[src/rtl/btc_miner_dispatch.sv]
// btc_miner_dispatch: launches N mining cores, collects their nonce hits through
// per-core pending slots and a round-robin arbiter into a first-word-fall-through FIFO.
module btc_miner_dispatch #(
  parameter int NUM_CORES = 4,
  parameter int FIFO_DEPTH = 8,
  localparam int CORE_ID_W = (NUM_CORES > 1) ? $clog2(NUM_CORES) : 1
) (
  input  logic                     clk,
  input  logic                     arst,
  input  logic                     start,
  input  logic                     stop,
  input  logic                     config_oneshot,
  output logic                     core_start,
  output logic                     core_abort,
  input  logic [NUM_CORES-1:0]     core_found,
  input  logic [32*NUM_CORES-1:0] core_nonce,
  input  logic [NUM_CORES-1:0]     core_done,
  output logic                     res_valid,
  output logic [31:0]              res_nonce,
  output logic [CORE_ID_W-1:0]     res_core,
  input  logic                     res_pop,
  output logic                     busy,
  output logic                     done,
  output logic [15:0]              hit_count,
  output logic                     overflow
);
  localparam int AW = $clog2(FIFO_DEPTH);
  typedef enum logic [2:0] {S_IDLE, S_LAUNCH, S_RUN, S_ABORT, S_DONE} state_t;
  state_t r_state, w_next;
  logic r_oneshot, r_from_abort, r_overflow;
  logic [NUM_CORES-1:0] r_full, r_done_lat, w_gi, w_load;
  logic [31:0] r_slot [NUM_CORES];
  logic [CORE_ID_W-1:0] r_ptr, w_gnt;
  logic [15:0] r_hits;
  logic [31:0] r_mem_n [FIFO_DEPTH];
  logic [CORE_ID_W-1:0] r_mem_c [FIFO_DEPTH];
  logic [AW-1:0] r_wr, r_rd;
  logic [AW:0] r_cnt;
  logic w_any, w_push, w_pop, w_fifo_full, w_run, w_launch, w_drop, w_all_done;

  function automatic int wrap(input int v);
    return (v >= NUM_CORES) ? v - NUM_CORES : v;
  endfunction

  assign w_run = (r_state == S_RUN);
  assign w_launch = (r_state == S_LAUNCH);
  assign w_fifo_full = (r_cnt == (AW+1)'(FIFO_DEPTH));
  assign w_push = w_run & w_any & ~w_fifo_full;
  assign w_pop = res_pop & (r_cnt != '0);
  assign w_gi = NUM_CORES'(w_push) << w_gnt;
  // A granted slot may reload in the same cycle, so it never counts as a drop.
  assign w_load = core_found & (~r_full | w_gi) & {NUM_CORES{w_run}};
  assign w_drop = w_run & |(core_found & r_full & ~w_gi);
  assign w_all_done = (&r_done_lat) & ~(|r_full);

  always_comb begin : p_arb
    logic [CORE_ID_W-1:0] idx;
    w_any = 1'b0;
    w_gnt = '0;
    idx = '0;
    for (int k = NUM_CORES - 1; k >= 0; k--) begin
      idx = CORE_ID_W'(wrap(int'(r_ptr) + k));
      if (r_full[idx]) begin
        w_any = 1'b1;
        w_gnt = idx;
      end
    end
  end

  always_ff @(posedge clk or negedge arst) begin
    if (!arst) r_state <= S_IDLE;
    else r_state <= w_next;
  end

  always_comb begin
    w_next = r_state;
    case (r_state)
      S_IDLE:   w_next = start ? S_LAUNCH : S_IDLE;
      S_LAUNCH: w_next = S_RUN;
      S_RUN:    w_next = (stop || (r_oneshot && w_push)) ? S_ABORT : w_all_done ? S_DONE : S_RUN;
      S_ABORT:  w_next = S_DONE;
      S_DONE:   w_next = start ? S_LAUNCH : S_DONE;
      default:  w_next = S_IDLE;
    endcase
  end

  always_comb begin
    core_start = w_launch;
    core_abort = (r_state == S_ABORT) | ((r_state == S_DONE) & r_from_abort);
    busy = w_launch | w_run;
    done = (r_state == S_DONE);
  end

  always_ff @(posedge clk or negedge arst) begin
    if (!arst) begin
      r_full <= '0;
      r_done_lat <= '0;
      r_ptr <= '0;
      r_hits <= '0;
      r_overflow <= 1'b0;
      r_oneshot <= 1'b0;
      r_from_abort <= 1'b0;
      r_wr <= '0;
      r_rd <= '0;
      r_cnt <= '0;
    end else if (w_launch) begin
      r_full <= '0;
      r_done_lat <= '0;
      r_ptr <= '0;
      r_hits <= '0;
      r_overflow <= 1'b0;
      r_oneshot <= config_oneshot;
      r_from_abort <= 1'b0;
      r_wr <= '0;
      r_rd <= '0;
      r_cnt <= '0;
    end else begin
      r_full <= (r_state == S_ABORT) ? '0 : (r_full & ~w_gi) | w_load;
      r_done_lat <= w_run ? (r_done_lat | core_done) : r_done_lat;
      r_ptr <= w_push ? CORE_ID_W'(wrap(int'(w_gnt) + 1)) : r_ptr;
      r_hits <= (w_push && r_hits != 16'hFFFF) ? r_hits + 16'd1 : r_hits;
      r_overflow <= r_overflow | w_drop;
      r_from_abort <= r_from_abort | (r_state == S_ABORT);
      r_wr <= r_wr + AW'(w_push);
      r_rd <= r_rd + AW'(w_pop);
      r_cnt <= r_cnt + (AW+1)'(w_push) - (AW+1)'(w_pop);
    end
  end

  always_ff @(posedge clk) begin
    for (int i = 0; i < NUM_CORES; i++)
      if (w_load[i]) r_slot[i] <= core_nonce[32*i +: 32];
    if (w_push) begin
      r_mem_n[r_wr] <= r_slot[w_gnt];
      r_mem_c[r_wr] <= w_gnt;
    end
  end

  assign res_valid = (r_cnt != '0);
  assign res_nonce = res_valid ? r_mem_n[r_rd] : '0;
  assign res_core = res_valid ? r_mem_c[r_rd] : '0;
  assign hit_count = r_hits;
  assign overflow = r_overflow;
endmodule
[config.mk]
export PLATFORM = sky130hd
export DESIGN_NAME = btc_miner_dispatch
export DESIGN_NICKNAME = d
export VERILOG_FILES = /design/src/rtl/btc_miner_dispatch.sv
export SDC_FILE = /design/constraint.sdc
export NUM_CORES = 1
export LEC_CHECK = 0
export ABC_AREA = 1
export CORE_ASPECT_RATIO = 0.8
export CORE_MARGIN = 10
export CORE_UTILIZATION = 50
export DETAILED_ROUTE_END_ITERATION = 7
export HOLD_SLACK_MARGIN = 0.02
export PLACE_DENSITY = 0.79
export SYNTH_ARGS = -nofsm -noshare
export SYNTH_HDL_FRONTEND = slang
export SYNTH_SLANG_ARGS = --single-unit
[constraint.sdc]
create_clock -name clk -period 3.25 [get_ports clk]
set_input_delay 0.4875 -clock clk [delete_from_list [all_inputs] [get_ports clk]]
set_output_delay 0.4875 -clock clk [all_outputs]
set_load 0.005 [all_outputs]
-- Word-level counts from Yosys, hierarchy flattened
Memories as Yosys holds them, arrays and structs flattened.
Index checks and enable logic that the tools add are counted.
- memories kept: 3
- register bits: 42
- logic and storage cells: 128
- output and inout bits: 56
- RAM bits: 400
- input port bits: 142
- muxes and demuxes: 51
- $add $sub $neg: 14
- equality and inequality tests: 6
- order comparisons: 9
- bitwise operators: 22
- shift operators: 1
- reductions and logical operators: 11
- memory list (memory ; words ; width ; read ports ; clocked after Yosys merged registers in ; wr ports ; RTL line ; source):
    r_mem_n ; 8 ; 32 ; 1 ; 0 ; 1 ; 35 ; logic [31:0] r_mem_n [FIFO_DEPTH];
    r_slot ; 4 ; 32 ; 1 ; 0 ; 4 ; 32 ; logic [31:0] r_slot [NUM_CORES];
    r_mem_c ; 8 ; 2 ; 1 ; 0 ; 1 ; 36 ; logic [CORE_ID_W-1:0] r_mem_c [FIFO_DEPTH];
- operators by type and width (operator ; count):
    $mux 16 ; 2
    $mux 32 ; 1
    $mux 2 ; 12
    $mux 1 ; 21
    $and 4x4->4 ; 5
    $mux 4 ; 5
    $add 16x1->16 const B ; 1
    $ne 16x16->1 const B ; 1
    $mux 3 ; 5
    $pmux 3 s5 ; 1
    $ge 3x3->1 const B ; 4
    $lt 2x3->1 const B ; 4
    $or 4x4->4 ; 3
    $sub 2x1->2 const B ; 5
    $bmux 1 s2 ; 4
    $not 4->4 ; 2
    $reduce_or 4->1 ; 2
    $add 2x1->3 const B ; 2
    $add 2x2->3 const B ; 2
    $add 3x1->3 ; 2
    $and 1x1->1 ; 6
    $eq 3x2->1 const B ; 2
    $reduce_bool 2->1 ; 3
    $add 4x1->4 ; 1
    other kinds (13) ; 18

-- Logic depth before layout (Yosys ltp)
Gate-level depths: netlist (run 1).
- depth after elaboration: 18
- mapped depth: 16
- gate-level depth less buffers: 16

-- Worst setup path before layout (run 1)
OpenSTA, ideal clock, no wires.
- path type: reg2reg
- from: register r_ptr[0]
- to: memory r_slot[3][0], enable pin
- data arrival time: 2.650 ns
- stages on the path, launching flop included: 12
- period minus slack after synthesis: 3.073 ns
- required time: 2.827 ns
- slack: 0.177 ns
- setup time: 0.423 ns
- buffers on the path: 0
- cells stage by stage: dfrtp_1 -> inv_2 -> nand2_1 -> nand3_1 -> nand2_1 -> inv_1 -> nand2_1 -> nand2_1 -> nand3_1 -> nor2_1 -> nor2_1 -> nor2_1
- RTL lines (element ; RTL line ; source):
    from (decl) ; 33 ; logic [CORE_ID_W-1:0] r_ptr, w_gnt;
    from (signal assigned) ; 120 ; r_ptr <= w_push ? CORE_ID_W'(wrap(int'(w_gnt) + 1)) : r_ptr;
    to (decl) ; 32 ;

-- Worst setup path in the final report (run 1)
- from: register r_rd[0]
- to: output port res_nonce[17]
- word-level cells in the longest chain between the ends: 2
- RTL lines (element ; RTL line ; source):
    from (decl) ; 37 ; logic [AW-1:0] r_wr, r_rd;
    from (signal assigned) ; 125 ; r_rd <= r_rd + AW'(w_pop);
    $mem_v2 8x32 ; n/a ;
    $mux 32 ; 140 ; assign res_nonce = res_valid ? r_mem_n[r_rd] : '0;
    to (decl) ; 19 ; output logic [31:0] res_nonce,
No other way between the ends.

==> results of run 1 <==
path summary, 6_finish.rpt:
| check | depth (start not counted) | slack (ps) | start | end |
|---|---|---|---|---|
| min reg2reg | 2 | 490 | r_oneshot | r_oneshot |
| max reg2reg | 12 | 320 | r_ptr[0] | r_mem_n[3][28] |
| max | 7 | 100 | r_rd[0] | res_nonce[17] |
| max in group asynchronous | 3 | 2050 | arst | hit_count[5] |
| min in group asynchronous | 2 | 530 | arst | r_from_abort |
| min | 1 | 490 | core_nonce[56] | r_slot[1][24] |
cell families (layout without fill, tap and decap cells):
group,after synthesis,after routing,synth area share
and+or+nand+nor,460,460,0.107
DFF,442,442,0.740
AOI/OAI and AO/OA,346,346,0.112
buffers and inverters,129,387,0.0311
adders and majority gates,12,12,0.00893
xor gates and xnor gates,3,3,0.00149
area by class of cell:
type,instances,area share
Clock buffer,54,0.0525
Inverter,51,0.00924
Multi-Input combinational cell,821,0.186
Tap cell,472,0.0267
Timing Repair Buffer,261,0.124
Sequential cell,442,0.592
Clock inverter,21,0.00907
synth_stat cells, types with 10 or more instances:
cell type / number
dfrtp_1: 42
inv_1: 44
buf_4: 10
a31oi_1: 36
nand2_1: 167
edfxtp_1: 400
ha_1: 11
nand3_1: 15
nor2_1: 251
a21oi_1: 51
o21ai_0: 180
o22ai_1: 34
buf_2: 12
clkbuf_1: 51
a32oi_1: 32
flip-flops by register name, indices dropped and copies added (netlist names):
| register | flops |
|---|---|
| overflow | 1 |
| hit_count | 16 |
| r_done_lat | 4 |
| r_ptr | 2 |
| r_rd | 3 |
| r_mem_n | 256 |
| r_cnt | 4 |
| r_state | 3 |
| r_wr | 3 |
| r_oneshot | 1 |
| r_mem_c | 16 |
| r_full | 4 |
| r_slot | 128 |
| r_from_abort | 1 |
routing by layer:
layer,GRT usage,wire length (µm),up-vias
met3,0.0498,4290,66
met5,0,0,-
li1,-,-,5502
met4,0.0553,762,0
met1,0.273,19000,5888
met2,0.315,20600,561
timing repair:
action                     CTS  global route
hold buffers                 1             0
hold endpoints to repair    29             0
gates cloned                 3             0
setup buffers                4             0
gates resized for setup      5             4
setup endpoints to repair   34             4
stage by stage:
step | instance area, µm² | worst slack [ps] | cells | hold slack [ps] | util
final | 22100 | 99.9 | 2122 | 491 | 0.634
after global routing | 22100 | -5.93 | 2122 | 467 | 0.634
after CTS | 22100 | 64.6 | 2122 | 472 | 0.634
after detailed placement | 20500 | 286 | 2039 | 478 | 0.590
after global placement | 20500 | 334 | 2039 | 461 | 0.590
after floorplan | 17700 | 177 | 1392 | 192 | -
power groups by stage:
| stage | Clock, µW | Combinational, µW | Sequential, µW |
|---|---|---|---|
| after floorplan | 0 | 5590 | 9180 |
| after global placement | 0 | 10100 | 9240 |
| after detailed placement | 0 | 10400 | 9280 |
| after CTS | 4940 | 10700 | 9140 |
| after global routing | 5180 | 11800 | 9210 |
| final | 4870 | 10700 | 9150 |
==> results.py, run 1 <==
metrics = {
    "synth": {
        "cell_count_after_synthesis": 1392,
        "netlist_area_um2": 17700,
        "yosysWarnings": 0,
        "netlist.top_cell.by_area": "edfxtp_1",
        "synth.avg_cell_area_um2": 12.7,
        "async_flop_share": 0.0950,
        "post_synth_num_cell_types": 44,
        "synth_top_area_frac": 0.680,
        "synth_enable_flop_cells": 400,
        "synth-seq-area-share": 0.740,
        "synthesis_stage_register_bit_count": 442,
        "synth_nets": 1546,
        "ys_dominant_reg_cell": "edfxtp_1",
        "synth.top_cells.by_area": "edfxtp_1 68%, dfrtp_1 6.0%, nor2_1 5.3%",
    },
    "routing": {
        "drt-total-wl_um": 44600,
        "vias_per_cell": 5.66,
        "detail_route.wl_per_cell_um": 21.0,
        "drt_pass1_iterations": 5,
        "route.antenna.remaining_nets": 0,
        "drt_first_iter_violations": 1272,
        "detailroute.via_count": 12017,
        "detail_route.drc_violations": 0,
    },
    "setup_path": {
        "critical_path.n_buffers_inverters": 3,
        "startpoint_type": "register",
        "cp-end-kind": "output port",
        "cell_breakdown_of_the_critical_path": "inv_4, buf_12, o21ai_0, o22ai_1, o21ai_0, a31oi_2, clkdlybuf4s50_1",
        "critPathTopFamily": "buffers and inverters",
        "crit_path_max_incr_delay_ps": 570,
        "master_of_the_slowest_instance_on_the_critical_path": "clkdlybuf4s50_1",
        "worst-setup-path-type": "register to output port",
        "most_used_cell_cp": "o21ai_0",
        "cp_max_fo": 37,
        "arrival_ps": 2660,
        "worst-endpoint-required_ps": 2760,
    },
    "global_route": {
        "wire_length_of_the_first_global_routing_pass_um": 68200,
        "global_route.overflow_total": 0,
        "grt_pass1_vias": 11935,
        "antenna_violations_before_repair": 0,
        "grt_use_total": 0.200,
        "grt_start_max_net_pins": 70,
    },
    "layout": {
        "fin_nets": 1774,
        "layout.cells.most_common": "edfxtp_1",
        "final_layout_size_suffix_gt1_frac": 0.0982,
        "syn2layout_area_growth_pct": 25.0,
        "regArea_um2": 13100,
        "fill_cells": 2538,
        "mostFrequentLayoutCells": "400 x edfxtp_1, 240 x nor2_1, 194 x clkdlybuf4s50_1",
        "diode_insertion_count_for_antenna_repair": 0,
        "multiInputGateArea_um2": 4110,
    },
    "pwr": {
        "comb_power_share": 0.433,
        "p_int_uw": 15500,
        "power.sequential.fraction": 0.370,
        "cellPowerDensity_nw_per_um2": 1120,
        "power_switching_share": 0.373,
        "ir_drop_mv": 0.675,
        "clockPowerShare": 0.197,
        "p_sw_uw": 9240,
        "power_uw": 24700,
        "p_leak_uw": 0.00779,
    },
    "sta": {
        "final-max-slew-violation-count": 0,
        "setup_violations": 0,
        "fin_skew_ps": 17.0,
        "fin_tns_setup_ps": 0,
        "finalHoldViolations": 0,
        "final_period_demand_of_the_worst_path_ps": 3150,
        "maxSlewHeadroom": 0.393,
        "worst-slew-pin-transition_ps": 910,
        "final.period_utilization": 0.969,
        "max_freq_mhz": 317,
    },
    "clock_tree": {
        "clock-sinks": 442,
        "cts-buffers-inserted": 43,
        "htree_num_levels": 2,
        "clk_pin_slew_ps": 60,
        "clock-root-buffer": "clkbuf_16",
        "tritoncts": "built",
        "insertion_delay_ps": 550,
        "clock_tree.buffer_depth": 3,
    },
    "floorplan": {
        "floorplan.die.height_um": 188,
        "die_w_um": 230,
        "floorplan.io_pins": 198,
        "placementRows": 61,
        "start_util": 0.507,
        "fp.coreArea_um2": 34800,
        "fp.dieArea_um2": 43300,
    },
    "status": {
        "outcome": "complete, no violations",
    },
    "placement": {
        "dp_hpwl_um": 27400,
        "buffer_ports.inserted": 197,
        "gp_congestion": 0.837,
    },
    "hold_path": {
        "hp-class": "input port to register",
    },
    "flow_run": {
        "cap_viol_max_count": 0,
    },
}
(Power assumes the default switching activity.)
==> inputs of run 2 (changes only) <==
- PLACE_DENSITY: 0.79 -> unset
- PLACE_DENSITY_LB_ADDON: unset -> 0.05
==> run 2 against run 1 <==
Total power up 1.2%. Global-route usage grew 0.43 points. Flip-flop and latch count unchanged. Combinational power about the same. Critical path type unchanged. Highest routed layer is now met5.
==> results.py, run 2 (synthesis gave the netlist of run 1 again) <==
metrics = {
    "floorplan": {
        "placementRows": 61,
        "floorplan.io_pins": 198,
        "fp.dieArea_um2": 43300,
        "die_w_um": 230,
        "fp.coreArea_um2": 34800,
        "start_util": 0.507,
        "floorplan.die.height_um": 188,
    },
    "setup_path": {
        "end_of_the_worst_register_to_register_path": "r_mem_n[4][24]",
        "cp-end-kind": "output port",
        "critical_path.n_buffers_inverters": 3,
        "startpoint_type": "register",
        "cp_max_fo": 18,
        "worst-endpoint-required_ps": 2760,
        "worst-setup-path-type": "register to output port",
        "master_of_the_slowest_instance_on_the_critical_path": "dfrtp_4",
        "arrival_ps": 2630,
        "reg2reg_from": "r_ptr[0]",
        "rrSetupSlack_ps": 460,
        "critPathTopFamily": "buffers and inverters",
        "cell_breakdown_of_the_critical_path": "clkinv_8, buf_6, nor2_1, o22ai_1, o21ai_0, a31oi_1, clkdlybuf4s50_1",
        "worst_r2r_path_depth": 10,
        "crit_path_max_incr_delay_ps": 570,
    },
    "sta": {
        "timing.hold.ws_ps": 91.3,
        "final_period_demand_of_the_worst_path_ps": 3110,
        "finalHoldViolations": 0,
        "fin_tns_setup_ps": 0,
        "final-max-slew-violation-count": 0,
        "maxSlewHeadroom": 0.326,
        "final.period_utilization": 0.958,
        "max_freq_mhz": 321,
        "fin_skew_ps": 12.4,
        "worst-slew-pin-transition_ps": 1010,
        "rsz0062_at_grt": "no",
        "setup_violations": 0,
    },
    "clock_tree": {
        "cts-buffers-inserted": 44,
        "cts_hold_repair.buffers": 0,
        "tritoncts": "built",
        "clock-sinks": 442,
        "clock-root-buffer": "clkbuf_16",
        "clock_tree.buffer_depth": 3,
        "insertion_delay_ps": 560,
        "clk_pin_slew_ps": 70,
        "htree_num_levels": 2,
    },
    "global_route": {
        "wire_length_of_the_first_global_routing_pass_um": 69300,
        "grt_pass1_vias": 11583,
        "grt_start_max_net_pins": 105,
        "global_route.overflow_total": 0,
        "antenna_violations_before_repair": 1,
        "grt_use_total": 0.205,
    },
    "layout": {
        "biggestRegsByFlops": "r_mem_n x256, r_slot x128",
        "diode_insertion_count_for_antenna_repair": 0,
        "final_layout_size_suffix_gt1_frac": 0.103,
        "final_cells": 2125,
        "regArea_um2": 13100,
        "layout.cells.most_common": "edfxtp_1",
        "syn2layout_area_growth_pct": 25.4,
        "fill_cells": 2637,
        "finish.instance_area_um2": 22100,
        "largest_register": "r_mem_n",
        "finalCoreUtilization": 0.636,
        "fin_nets": 1775,
        "multiInputGateArea_um2": 4140,
        "mostFrequentLayoutCells": "400 x edfxtp_1, 240 x nor2_1, 194 x clkdlybuf4s50_1",
        "largest_reg_flops": 256,
    },
    "routing": {
        "detailroute.via_count": 11700,
        "detail_route.wl_per_cell_um": 21.3,
        "drt_first_iter_violations": 1050,
        "vias_per_cell": 5.51,
        "route.antenna.remaining_nets": 0,
        "detail_route.drc_violations": 0,
        "drt_pass1_iterations": 5,
        "drt-total-wl_um": 45300,
    },
    "placement": {
        "gp_congestion": 0.874,
        "placedCellCount": 2045,
        "placement.cell_area_um2": 20600,
        "dp_hpwl_um": 28700,
        "buffer_ports.inserted": 197,
    },
    "flow_run": {
        "cap_viol_max_count": 0,
    },
    "hold_path": {
        "hp-class": "input port to async pin",
    },
    "status": {
        "outcome": "complete, no violations",
    },
    "pwr": {
        "ir_drop_mv": 0.739,
        "p_leak_uw": 0.00782,
        "cellPowerDensity_nw_per_um2": 1130,
    },
}
## run 2: how the worst max path moves through the flow
stage	cells after the start	startpoint	endpoint	slack [ps]
after CTS	6	r_rd[0]	res_nonce[27]	10
after global routing	6	r_rd[0]	res_nonce[30]	3
after detailed placement	10	r_ptr[0]	r_mem_n[0][19]	520
after global placement	6	r_rd[0]	res_nonce[18]	580
final	7	r_rd[0]	res_nonce[18]	140
after floorplan	11	r_ptr[0]	r_slot[3][0]	180
## run 2: area by class of cell
class                   count  share of cell area
flip-flops and latches    442               0.590
multi-input cells         821               0.187
repair buffers            261               0.121
clock buffers              54              0.0533
well taps                 472              0.0267
clock inverters            24              0.0131
inverters                  51             0.00943
## run 2: worst register-to-register path, stage by stage (launching register included)
cell and delay [ps]:
dfrtp_1 460, inv_2 160, nand2_1 110, nand3_1 110, nand2_1 70, inv_1 90, nand3_1 110, nand2_2 220
buf_12 300, nand2_1 120, a32oi_1 720
## run 2: metrics by stage
step | power [µW] | worst slack [ps]
global placement | 19600 | 579
finish | 25000 | 137
global route | 26500 | 2.76
detailed placement | 19800 | 516
floorplan | 14800 | 177
CTS | 25000 | 9.98
## run 2: power breakdown
part / switching (µW) / internal (µW)
clock: 2120 / 3060
combinational: 6880 / 3830
sequential: 291 / 8850
## run 2: routing by layer
layer  global-route usage  vias up  wire (µm)
li1                     -     5518          -
met4               0.0518        2        817
met5                    0        -         13
met1                0.302     5679      21100
met2                0.294      432      19600
met3               0.0543       69       3740
## run 2: what timing repair did
| item | 4_1_cts | 5_1_grt |
|---|---|---|
| setup buffers | 0 | 0 |
| endpoints found under the setup margin | 5 | 20 |
| pin swaps | 0 | 1 |
| gates resized for setup | 4 | 13 |
| gates cloned | 0 | 2 |
==> inputs of run 3 (changes only) <==
- TNS_END_PERCENT: unset -> 10
==> run 3 against run 2 <==
Combinational power hardly changed. Cell area about the same. Maximum frequency fell by 0.82%. First-iteration DRC count increased by 0.67%. Critical path depth unchanged. Critical path type unchanged.
==> results.py, run 3 (synthesis gave the netlist of run 1 again) <==
metrics = {
    "global_route": {
        "grt_use_total": 0.205,
        "wire_length_of_the_first_global_routing_pass_um": 69300,
        "global_route.overflow_total": 0,
        "grt_start_max_net_pins": 105,
        "grt_pass1_vias": 11583,
        "antenna_violations_before_repair": 1,
    },
    "placement": {
        "pre_cts_slack_ps": 516,
        "placedCellCount": 2045,
        "buffer_ports.inserted": 197,
        "dp_hpwl_um": 28700,
        "gp_congestion": 0.874,
    },
    "pwr": {
        "cellPowerDensity_nw_per_um2": 1130,
        "ir_drop_mv": 0.743,
        "p_leak_uw": 0.00781,
    },
    "layout": {
        "regArea_um2": 13100,
        "biggestRegsByFlops": "r_mem_n x256, r_slot x128",
        "syn2layout_area_growth_pct": 25.4,
        "mostFrequentLayoutCells": "400 x edfxtp_1, 240 x nor2_1, 195 x clkdlybuf4s50_1",
        "fill_cells": 2641,
        "multiInputGateArea_um2": 4140,
        "final_cells": 2125,
        "layout.cells.most_common": "edfxtp_1",
        "largest_reg_flops": 256,
        "largest_register": "r_mem_n",
        "final_layout_size_suffix_gt1_frac": 0.103,
        "fin_nets": 1775,
        "diode_insertion_count_for_antenna_repair": 0,
    },
    "setup_path": {
        "worst_r2r_path_depth": 10,
        "cp_max_fo": 18,
        "rrSetupSlack_ps": 460,
        "cp-end-kind": "output port",
        "startpoint_type": "register",
        "worst-setup-path-type": "register to output port",
        "reg2reg_from": "r_ptr[0]",
        "arrival_ps": 2650,
        "end_of_the_worst_register_to_register_path": "r_mem_n[4][24]",
        "worst-endpoint-required_ps": 2760,
    },
    "floorplan": {
        "die_w_um": 230,
        "floorplan.io_pins": 198,
        "placementRows": 61,
        "fp.dieArea_um2": 43300,
        "start_util": 0.507,
        "floorplan.die.height_um": 188,
        "fp.coreArea_um2": 34800,
    },
    "sta": {
        "maxSlewHeadroom": 0.326,
        "final-max-slew-violation-count": 0,
        "worst-slew-pin-transition_ps": 1010,
        "max_freq_mhz": 319,
        "post-route-worst-setup-slack_ps": 111,
        "final_period_demand_of_the_worst_path_ps": 3140,
        "setup_violations": 0,
        "fin_skew_ps": 12.3,
        "finalHoldViolations": 0,
        "final.period_utilization": 0.966,
        "rsz0062_at_grt": "yes",
    },
    "clock_tree": {
        "clk_pin_slew_ps": 70,
        "clock-sinks": 442,
        "clock_tree.buffer_depth": 3,
        "tritoncts": "built",
        "cts-buffers-inserted": 44,
        "htree_num_levels": 2,
        "clock-root-buffer": "clkbuf_16",
        "cts_hold_repair.buffers": 0,
        "insertion_delay_ps": 560,
        "cts_post_setup_buffers_inserted": 0,
    },
    "routing": {
        "detail_route.drc_violations": 0,
        "detailroute.via_count": 11699,
        "route.antenna.remaining_nets": 0,
        "drt-total-wl_um": 45400,
        "detail_route.wl_per_cell_um": 21.3,
        "vias_per_cell": 5.51,
        "drt_first_iter_violations": 1057,
        "drt_pass1_iterations": 5,
    },
    "flow_run": {
        "cap_viol_max_count": 0,
    },
    "status": {
        "outcome": "complete, no violations",
    },
    "hold_path": {
        "hp-class": "input port to async pin",
    },
}
==> run 3: cell types whose count changed in the layout (fill, tap and decap cells not counted), sizes merged <==
| cell | previous run | this run |
|---|---|---|
| dlymetal6s2s | 2 | 1 |
| clkinv | 15 | 14 |
| inv | 51 | 52 |
| clkdlybuf4s50 | 194 | 195 |
==> run 3: power by group <==
part	switching (µW)	leakage [µW]	internal [µW]	total, µW
logic	6890	0.00293	3830	10700
registers	288	0.00416	8850	9140
clock network	2120	0.000709	3060	5180
total	9290	0.00781	15700	25000
==> run 3: routing by layer <==
| metal | part of all wire | vias up | track usage |
|---|---|---|---|
| li1 | - | 5515 | - |
| met1 | 0.47 | 5684 | 0.302 |
| met2 | 0.43 | 431 | 0.294 |
| met3 | 0.080 | 67 | 0.0543 |
| met4 | 0.018 | 2 | 0.0518 |
| met5 | 0.00029 | - | 0 |
==> run 3: final cells by class <==
type	instances	share of cell area
Multi-Input combinational cell	821	0.187
Clock inverter	24	0.0131
Clock buffer	54	0.0533
Timing Repair Buffer	261	0.121
Sequential cell	442	0.590
Tap cell	472	0.0267
Inverter	51	0.00921
==> run 3: what timing repair did <==
| action | CTS | global route |
|---|---|---|
| resized for setup | 4 | 10 |
| endpoints found under the setup margin | 5 | 20 |
| pin swaps | 0 | 1 |
| gates cloned | 0 | 2 |
==> run 3: how the worst max path moves through the flow <==
stage	slack (ps)	start	end
2_1_floorplan	180	r_ptr[0]	r_slot[3][0]
3_3_place_gp	580	r_rd[0]	res_nonce[18]
6_report	110	r_rd[0]	res_nonce[18]
5_1_grt	-30	r_rd[0]	res_nonce[18]
4_1_cts	10	r_rd[0]	res_nonce[27]
3_5_place_dp	520	r_ptr[0]	r_mem_n[0][19]
==> run 3: metrics by stage <==
step                hold WS [ps]  TNS (ps)  power (µW)  area, µm²  utilization
global route                 181      -151       26500      22100        0.636
detailed placement           468         0       19800      20600        0.591
floorplan                    192         0       14800      17700            -
finish                      90.0         0       25000      22100        0.636
global placement             459         0       19600      20600        0.591
CTS                          128         0       25000      22000        0.633
==> run 3: worst max-delay path: stages, from the launching register on <==
cell and delay [ps]:
dfrtp_4 570, inv_8 170, buf_6 210, nor2_1 60, o22ai_1 150, o21ai_0 110, a31oi_1 270, clkdlybuf4s50_1 560
